===== src/rtl/abs_diff_err_monitor.sv =====
// Sweeps all 16 vectors through a 2-bit |a-b| approximate circuit and scores its error.
// Optional ABS_DIFF_MON_SUM_EN adds the err_sum port and its accumulator.
module abs_diff_err_monitor #(
  parameter int ET      = 1,
  parameter int DUT_LAT = 0
) (
  input  logic       clk,
  input  logic       rst_n,
  input  logic       start,
  output logic [3:0] stim_o,
  input  logic [1:0] approx_i,
  output logic       busy,
  output logic       done,
  output logic       pass,
  output logic [1:0] max_err,
  output logic [4:0] viol_cnt,
  output logic [1:0] fsm_state
`ifdef ABS_DIFF_MON_SUM_EN
  ,
  output logic [5:0] err_sum
`endif
);

  localparam int CW = (DUT_LAT > 0) ? $clog2(DUT_LAT + 1) : 1;
  localparam logic [CW-1:0] LAT_MAX = CW'(DUT_LAT);
  localparam logic [1:0] ET_L = 2'(ET);

  typedef enum logic [1:0] {IDLE = 2'd0, RUN = 2'd1, DONE = 2'd2} state_t;

  state_t state;
  logic [CW-1:0] wait_cnt;

  logic [1:0] a, b, exact, err, max_nxt;
  logic signed [2:0] diff;
  logic [4:0] viol_nxt;

  assign fsm_state = state;

  // Exact |a-b| through a signed 3-bit difference, then error against the circuit.
  always_comb begin
    a        = stim_o[1:0];
    b        = stim_o[3:2];
    diff     = $signed({1'b0, a}) - $signed({1'b0, b});
    exact    = diff[2] ? 2'(-diff) : diff[1:0];
    err      = (exact >= approx_i) ? (exact - approx_i) : (approx_i - exact);
    max_nxt  = (err > max_err) ? err : max_err;
    viol_nxt = viol_cnt + {4'd0, (err > ET_L)};
  end

`ifdef ABS_DIFF_MON_SUM_EN
  always_ff @(posedge clk or negedge rst_n) begin
    if (!rst_n) begin
      err_sum <= '0;
    end else if ((state != RUN) && start) begin
      err_sum <= '0;
    end else if ((state == RUN) && (wait_cnt == LAT_MAX)) begin
      err_sum <= err_sum + {4'd0, err};
    end
  end
`endif

  always_ff @(posedge clk or negedge rst_n) begin
    if (!rst_n) begin
      state    <= IDLE;
      wait_cnt <= '0;
      stim_o   <= '0;
      busy     <= 1'b0;
      done     <= 1'b0;
      pass     <= 1'b0;
      max_err  <= '0;
      viol_cnt <= '0;
    end else begin
      case (state)
        IDLE, DONE: begin
          if (start) begin
            state    <= RUN;
            wait_cnt <= '0;
            stim_o   <= '0;
            busy     <= 1'b1;
            done     <= 1'b0;
            pass     <= 1'b0;
            max_err  <= '0;
            viol_cnt <= '0;
          end
        end
        RUN: begin
          // start is deliberately ignored here; a sweep always runs to completion.
          if (wait_cnt == LAT_MAX) begin
            max_err  <= max_nxt;
            viol_cnt <= viol_nxt;
            wait_cnt <= '0;
            if (stim_o == 4'hF) begin
              state <= DONE;
              busy  <= 1'b0;
              done  <= 1'b1;
              pass  <= (viol_nxt == 5'd0);
            end else begin
              stim_o <= stim_o + 4'd1;
            end
          end else begin
            wait_cnt <= wait_cnt + 1'b1;
          end
        end
        default: state <= IDLE;
      endcase
    end
  end

endmodule

===== config.mk =====
export PLATFORM = sky130hd
export DESIGN_NAME = abs_diff_err_monitor
export DESIGN_NICKNAME = d
export VERILOG_FILES = /design/src/rtl/abs_diff_err_monitor.sv
export SDC_FILE = /design/constraint.sdc
export NUM_CORES = 1
export LEC_CHECK = 0
export ABC_AREA = 0
export CAP_MARGIN = 20
export CORE_UTILIZATION = 47
export DETAILED_ROUTE_END_ITERATION = 7
export GPL_TIMING_DRIVEN = 0
export PLACE_DENSITY = 0.78
export SYNTH_ARGS = -nofsm -noshare
export SYNTH_HDL_FRONTEND = slang
export SYNTH_SLANG_ARGS = --single-unit

===== constraint.sdc =====
create_clock -name clk -period 4.8 [get_ports clk]
set_input_delay 0.48 -clock clk [delete_from_list [all_inputs] [get_ports clk]]
set_output_delay 0.48 -clock clk [all_outputs]
set_load 0.1 [all_outputs]

# ---- Word-level counts from Yosys, hierarchy flattened
# Cells that the tools add are included.
dict set report classes {
  add_sub_neg 7
  magnitude_cmp 3
  eq_ne 8
  mux 30
  reduce_logical 10
}
# operator count
set op_table {}
lappend op_table {{2-bit 2-to-1 mux} 8}
lappend op_table {{4-bit 2-to-1 mux} 3}
lappend op_table {{4-bit AND reduction} 3}
lappend op_table {{5-bit 2-to-1 mux} 2}
lappend op_table {{2-bit != test (second input constant)} 5}
lappend op_table {{5-bit case mux with 2 select lines} 1}
lappend op_table {{1-bit 2-to-1 mux} 9}
lappend op_table {{1-bit case mux with 2 select lines} 4}
lappend op_table {{2-bit case mux with 2 select lines} 2}
lappend op_table {{4-bit case mux with 2 select lines} 1}
lappend op_table {{3-bit AND reduction} 2}
lappend op_table {{5-bit by 1-bit adder with 5-bit output} 1}
lappend op_table {{5-bit zero test} 1}
lappend op_table {{4-bit by 1-bit adder with 4-bit output (second input constant)} 1}
lappend op_table {{4-bit == test (second input constant)} 1}
lappend op_table {{2-bit subtractor} 2}
lappend op_table {{2-bit by 2-bit subtractor with 3-bit output} 1}
lappend op_table {{2-bit by 1-bit == test with 1-bit output (second input constant)} 1}
lappend op_table {{2-bit == test (second input constant)} 1}
lappend op_table {{2-bit >= comparator} 1}
lappend op_table {{2-bit by 1-bit greater-than comparator with 1-bit output (second input constant)} 1}
lappend op_table {{2-bit greater-than comparator} 1}
lappend op_table {{2-bit zero test} 1}
lappend op_table {{2-bit negation} 1}
lappend op_table {{other kinds (4)} 4}
dict set report totals {
  regBits 17
}

# ---- Logic depth before layout (Yosys ltp)
dict set report logic_depth {
  word_depth 11
  ltp_mapped 15
  mapped_depth_nobuf 15
}

# ---- Worst setup path before layout
# OpenSTA, ideal clock, no wires.
dict set report synth_timing {
  path_type {reg-to-reg}
  start {register stim_o[0]}
  end {register max_err[1]}
  setup_ns 0.125
  t_arrival_ns 3.617
  required_ns 4.675
  setup_slack_ns 1.057
  path_stages_with_launch 13
  path_buffers 0
  period_less_slack_ns 3.743
  path_cell_list {dfrtp_1 inv_1 ha_1 fa_1 nor2b_1 xnor2_1 fa_1 a21oi_1 o22ai_1 ha_1 nor2b_1 o21ai_2 mux2_4}
}
dict set report synth_via {
  elab_chain_cells 8
  word_cells_on_any_way 13
  cone_classes {add/sub (4); order compare (2); eq/ne (1); mux (5); reduce/logical (1)}
}
# item line_no
set synth_lines {}
lappend synth_lines {{start: declaration} 10} ;# output logic [3:0] stim_o,
lappend synth_lines {{start signal: assignment} 98} ;# stim_o <= stim_o + 4'd1;
lappend synth_lines {{2-bit by 2-bit subtractor with 3-bit output (*)} 43} ;# diff = $signed({1'b0, a}) - $signed({1'b0, b});
lappend synth_lines {{2-bit negation} 44} ;# exact = diff[2] ? 2'(-diff) : diff[1:0];
lappend synth_lines {{2-bit 2-to-1 mux (*)} 44}
lappend synth_lines {{2-bit subtractor / 2-bit >= comparator (equally long branches)} 45} ;# err = (exact >= approx_i) ? (exact - approx_i) : (approx_i - exact);
lappend synth_lines {{2-bit 2-to-1 mux (*)} 45}
lappend synth_lines {{2-bit greater-than comparator / 2-bit 2-to-1 mux (equally long branches)} 46} ;# max_nxt = (err > max_err) ? err : max_err;
lappend synth_lines {{2-bit != test (no line) / 2-bit 2-to-1 mux (equally long branches)} --}
lappend synth_lines {{4-bit AND reduction (no line) / 2-bit case mux with 2 select lines (equally long branches)} --}
lappend synth_lines {{end signal: assignment} 89} ;# max_err <= max_nxt;
lappend synth_lines {{end: declaration} 15} ;# output logic [1:0] max_err,
# Mark *: on every way between the ends. The rest lies on a longest branch, timed or not. The select of a mux whose other input is x is not followed.
# A chain may end at the register's enable or synchronous reset.

# ---- Worst setup path after layout
dict set report layout_timing {
  start {register stim_o[0]}
  end {register pass}
}
dict set report layout_via {
  elab_chain_cells 11
  word_cells_on_any_way 16
  cone_classes {add/sub (5); order compare (2); eq/ne (2); mux (5); reduce/logical (2)}
}
# item line_no
set layout_lines {}
lappend layout_lines {{2-bit by 2-bit subtractor with 3-bit output} 43}
lappend layout_lines {{2-bit negation} 44}
lappend layout_lines {{2-bit 2-to-1 mux} 44}
lappend layout_lines {{2-bit subtractor / 2-bit >= comparator (equally long branches)} 45}
lappend layout_lines {{2-bit 2-to-1 mux} 45}
lappend layout_lines {{2-bit by 1-bit greater-than comparator with 1-bit output} 47} ;# viol_nxt = viol_cnt + {4'd0, (err > ET_L)};
lappend layout_lines {{5-bit by 1-bit adder with 5-bit output} 47}
lappend layout_lines {{5-bit zero test} 96} ;# pass <= (viol_nxt == 5'd0);
lappend layout_lines {{1-bit 2-to-1 mux} 92} ;# if (stim_o == 4'hF) begin
lappend layout_lines {{1-bit 2-to-1 mux} 88} ;# if (wait_cnt == LAT_MAX) begin
lappend layout_lines {{1-bit case mux with 2 select lines} 73} ;# case (state)
lappend layout_lines {{end signal: assignment} 96}
lappend layout_lines {{end: declaration} 14} ;# output logic pass,
# Parallel ways exist; a longest one is shown, timed or not. The select of a mux whose other input is x is not followed.

==> flow_summary.yaml <==
status:
  status: "complete, no violations"
routing:
  wirelength_um: 2020
  met2_length_um: 1100
  antenna_left: 0
  m1WireLength_um: 842
  drtPass1Iterations: 4
  topRoutingLayerUsed: "met4"
  wire_per_inst_um: 14.1
  drt_drc_violations_left: 0
  viasPerCell: 5.33
  drt_first_iter_violations: 9
  vias: 762
  wl_met3_um: 61
worst_setup_path:
  arrival_ns: 3.56
  crit_required_ns: 5.00
  reg2regPathDepth: 14
  r2r_start: "stim_o[0]"
  critPathLaunchType: "register"
  r2r_end: "pass"
  rrSetupSlack_ns: 1.44
  cp_max_fo: 6
  endpoint: "pass"
  crit_start: "stim_o[0]"
  worst-setup-path-type: "reg -> reg"
  crit_path_end_kind: "register"
floorplanning:
  rows: 15
  start_util: 0.526
  fp.dieArea_mm2: 0.00222
  placeableCoreArea_mm2: 0.00182
  die_w_um: 47.1
  io-pin-count: 21
  fp.dieH_um: 47.1
final_layout:
  drive_above_1_share: 0.102
  num-fill-cells: 156
  diodes: 0
  utilization: 0.665
  layout.cells.non_filler: 143
  final_common_cell: "clkdlybuf4s50_1"
  num-nets-final: 136
  area_growth_pct: 26.5
  final_cell_mix: "20 x clkdlybuf4s50_1, 16 x dfrtp_1, 9 x ha_1"
global_route:
  grt_first_pass_wirelength_um: 3200
  overflow: 0
  grt_use_total: 0.215
  grt_antenna_before_repair: 0
  grt_pass1_vias: 766
  grt_max_degree: 17
sta:
  fin_skew_ns: 0.00366
  finalCritPeriodShare: 0.700
  relSlewSlack: 0.337
  fin_crit_ns: 3.36
  hold_viol: 0
  max_freq_mhz: 298
  finalSetupViolCount: 0
  drv_slew: 0
  rsz0062_at_grt: "false"
  setup-tns-final_ns: 0
  tightestPinTransition_ns: 0.992
  setup_ws_ns: 1.44
logic_synthesis:
  synth_nets: 111
  synth.area.top_cells: "dfrtp_1 42%, ha_1 12%, fa_1 4.2%"
  synth_top_cell_by_area: "dfrtp_1"
  synth_edf_count: 0
  netlist_instances: 95
  postSynthAreaPerCell_um2: 10.1
  synth_ff_type: "dfrtp_1"
  synthesis.area_um2: 957
  synth_seq_cells: 16
  yosysSeqAreaShare: 0.418
  synth_warnings: 0
  synth_top_area_frac: 0.418
  async_flop_share: 1.00
  ys_types: 31
cts:
  clockBufferDepth: 2
  cts_root_buffer: "clkbuf_4"
  cts_resized: 0
  clock_latency_ns: 0.28
  cts_hold_buf: 0
  clkTransAtPathRegs_ns: 0.09
  post-cts-setup-buffers: 0
  htree_num_levels: 1
  tritoncts: "built"
  cts_buffers: 3
  clock-sinks: 16
hold_path:
  min_path_type: "reg -> reg"
placement:
  dp_worst_setup_slack_ns: 1.46
  hpwl_um: 1510
  placed_cells: 140
  gp_congestion: 0.685
  port_buffers: 20
flow_run:
  cap_violations: 0
[cells by family after synthesis]
| group | Yosys count | synth area share |
|---|---|---|
| buffers and inverters | 9 | 0.0405 |
| adders and majority gates | 11 | 0.159 |
| and+or+nand+nor | 35 | 0.193 |
| DFF | 16 | 0.418 |
| muxes | 2 | 0.0261 |
| xor gates and xnor gates | 6 | 0.0549 |
| AOI/OAI and AO/OA | 16 | 0.107 |
[metal layers]
layer,up-vias,track usage
li1,368,-
met1,376,0.246
met2,16,0.397
met3,2,0.0231
met4,0,0.103
met5,-,0
[worst max-delay path: stages (launching register included)]
cell     delay (ns)
dfrtp_1        0.44
inv_1          0.07
ha_1           0.21
fa_1           0.35
nor2b_1        0.14
xnor2_1        0.29
fa_1           0.50
a21oi_1        0.16
o22ai_1        0.13
ha_1           0.23
ha_1           0.23
xor2_1         0.17
nor3_1         0.16
nand4_1        0.11
o21ai_0        0.09
[how the worst min path moves through the flow]
stage               startpoint   end  slack [ns]  cells past startpoint
floorplan                rst_n  busy        0.18                      0
global placement          done  done        0.47                      1
detailed placement        done  done        0.49                      1
CTS                       done  done        0.51                      1
global route              done  done        0.52                      1
finish                    done  done        0.50                      1
[stage by stage]
step	hold WS, ns	instance area (µm²)
after global placement	0.466	1190
after floorplan	0.184	957
after CTS	0.513	1210
final	0.504	1210
after detailed placement	0.487	1190
after global routing	0.518	1210
[cell usage after synthesis, types with 2 or more instances]
library cell	n
inv_1	7
nor2_2	2
nand3_1	7
xnor2_1	2
o22ai_1	2
nor2_1	7
o21ai_0	4
nor2b_1	2
dfrtp_1	16
nand2_1	8
xor2_1	4
a21oi_1	2
fa_1	2
ha_1	9
a22o_1	2
nand2b_1	2
and2b_1	2
o21ai_1	2
[cell type report]
type	instances	area, µm²	area share
Buffer	2	12.5	0.0103
Clock buffer	3	22.5	0.0186
Inverter	7	26.3	0.0217
Multi-Input combinational cell	70	518	0.428
Sequential cell	16	400	0.331
Tap cell	25	31.3	0.0258
Timing Repair Buffer	20	200	0.165
[registers in the layout, indices dropped and copies added, names as in the netlist]
signal     cells
viol_cnt       5
stim_o         4
fsm_state      2
max_err        2
busy           1
done           1
pass           1
Power is not shown: default switching activity piles up to over one toggle a cycle in this logic, so the estimate is an artifact.
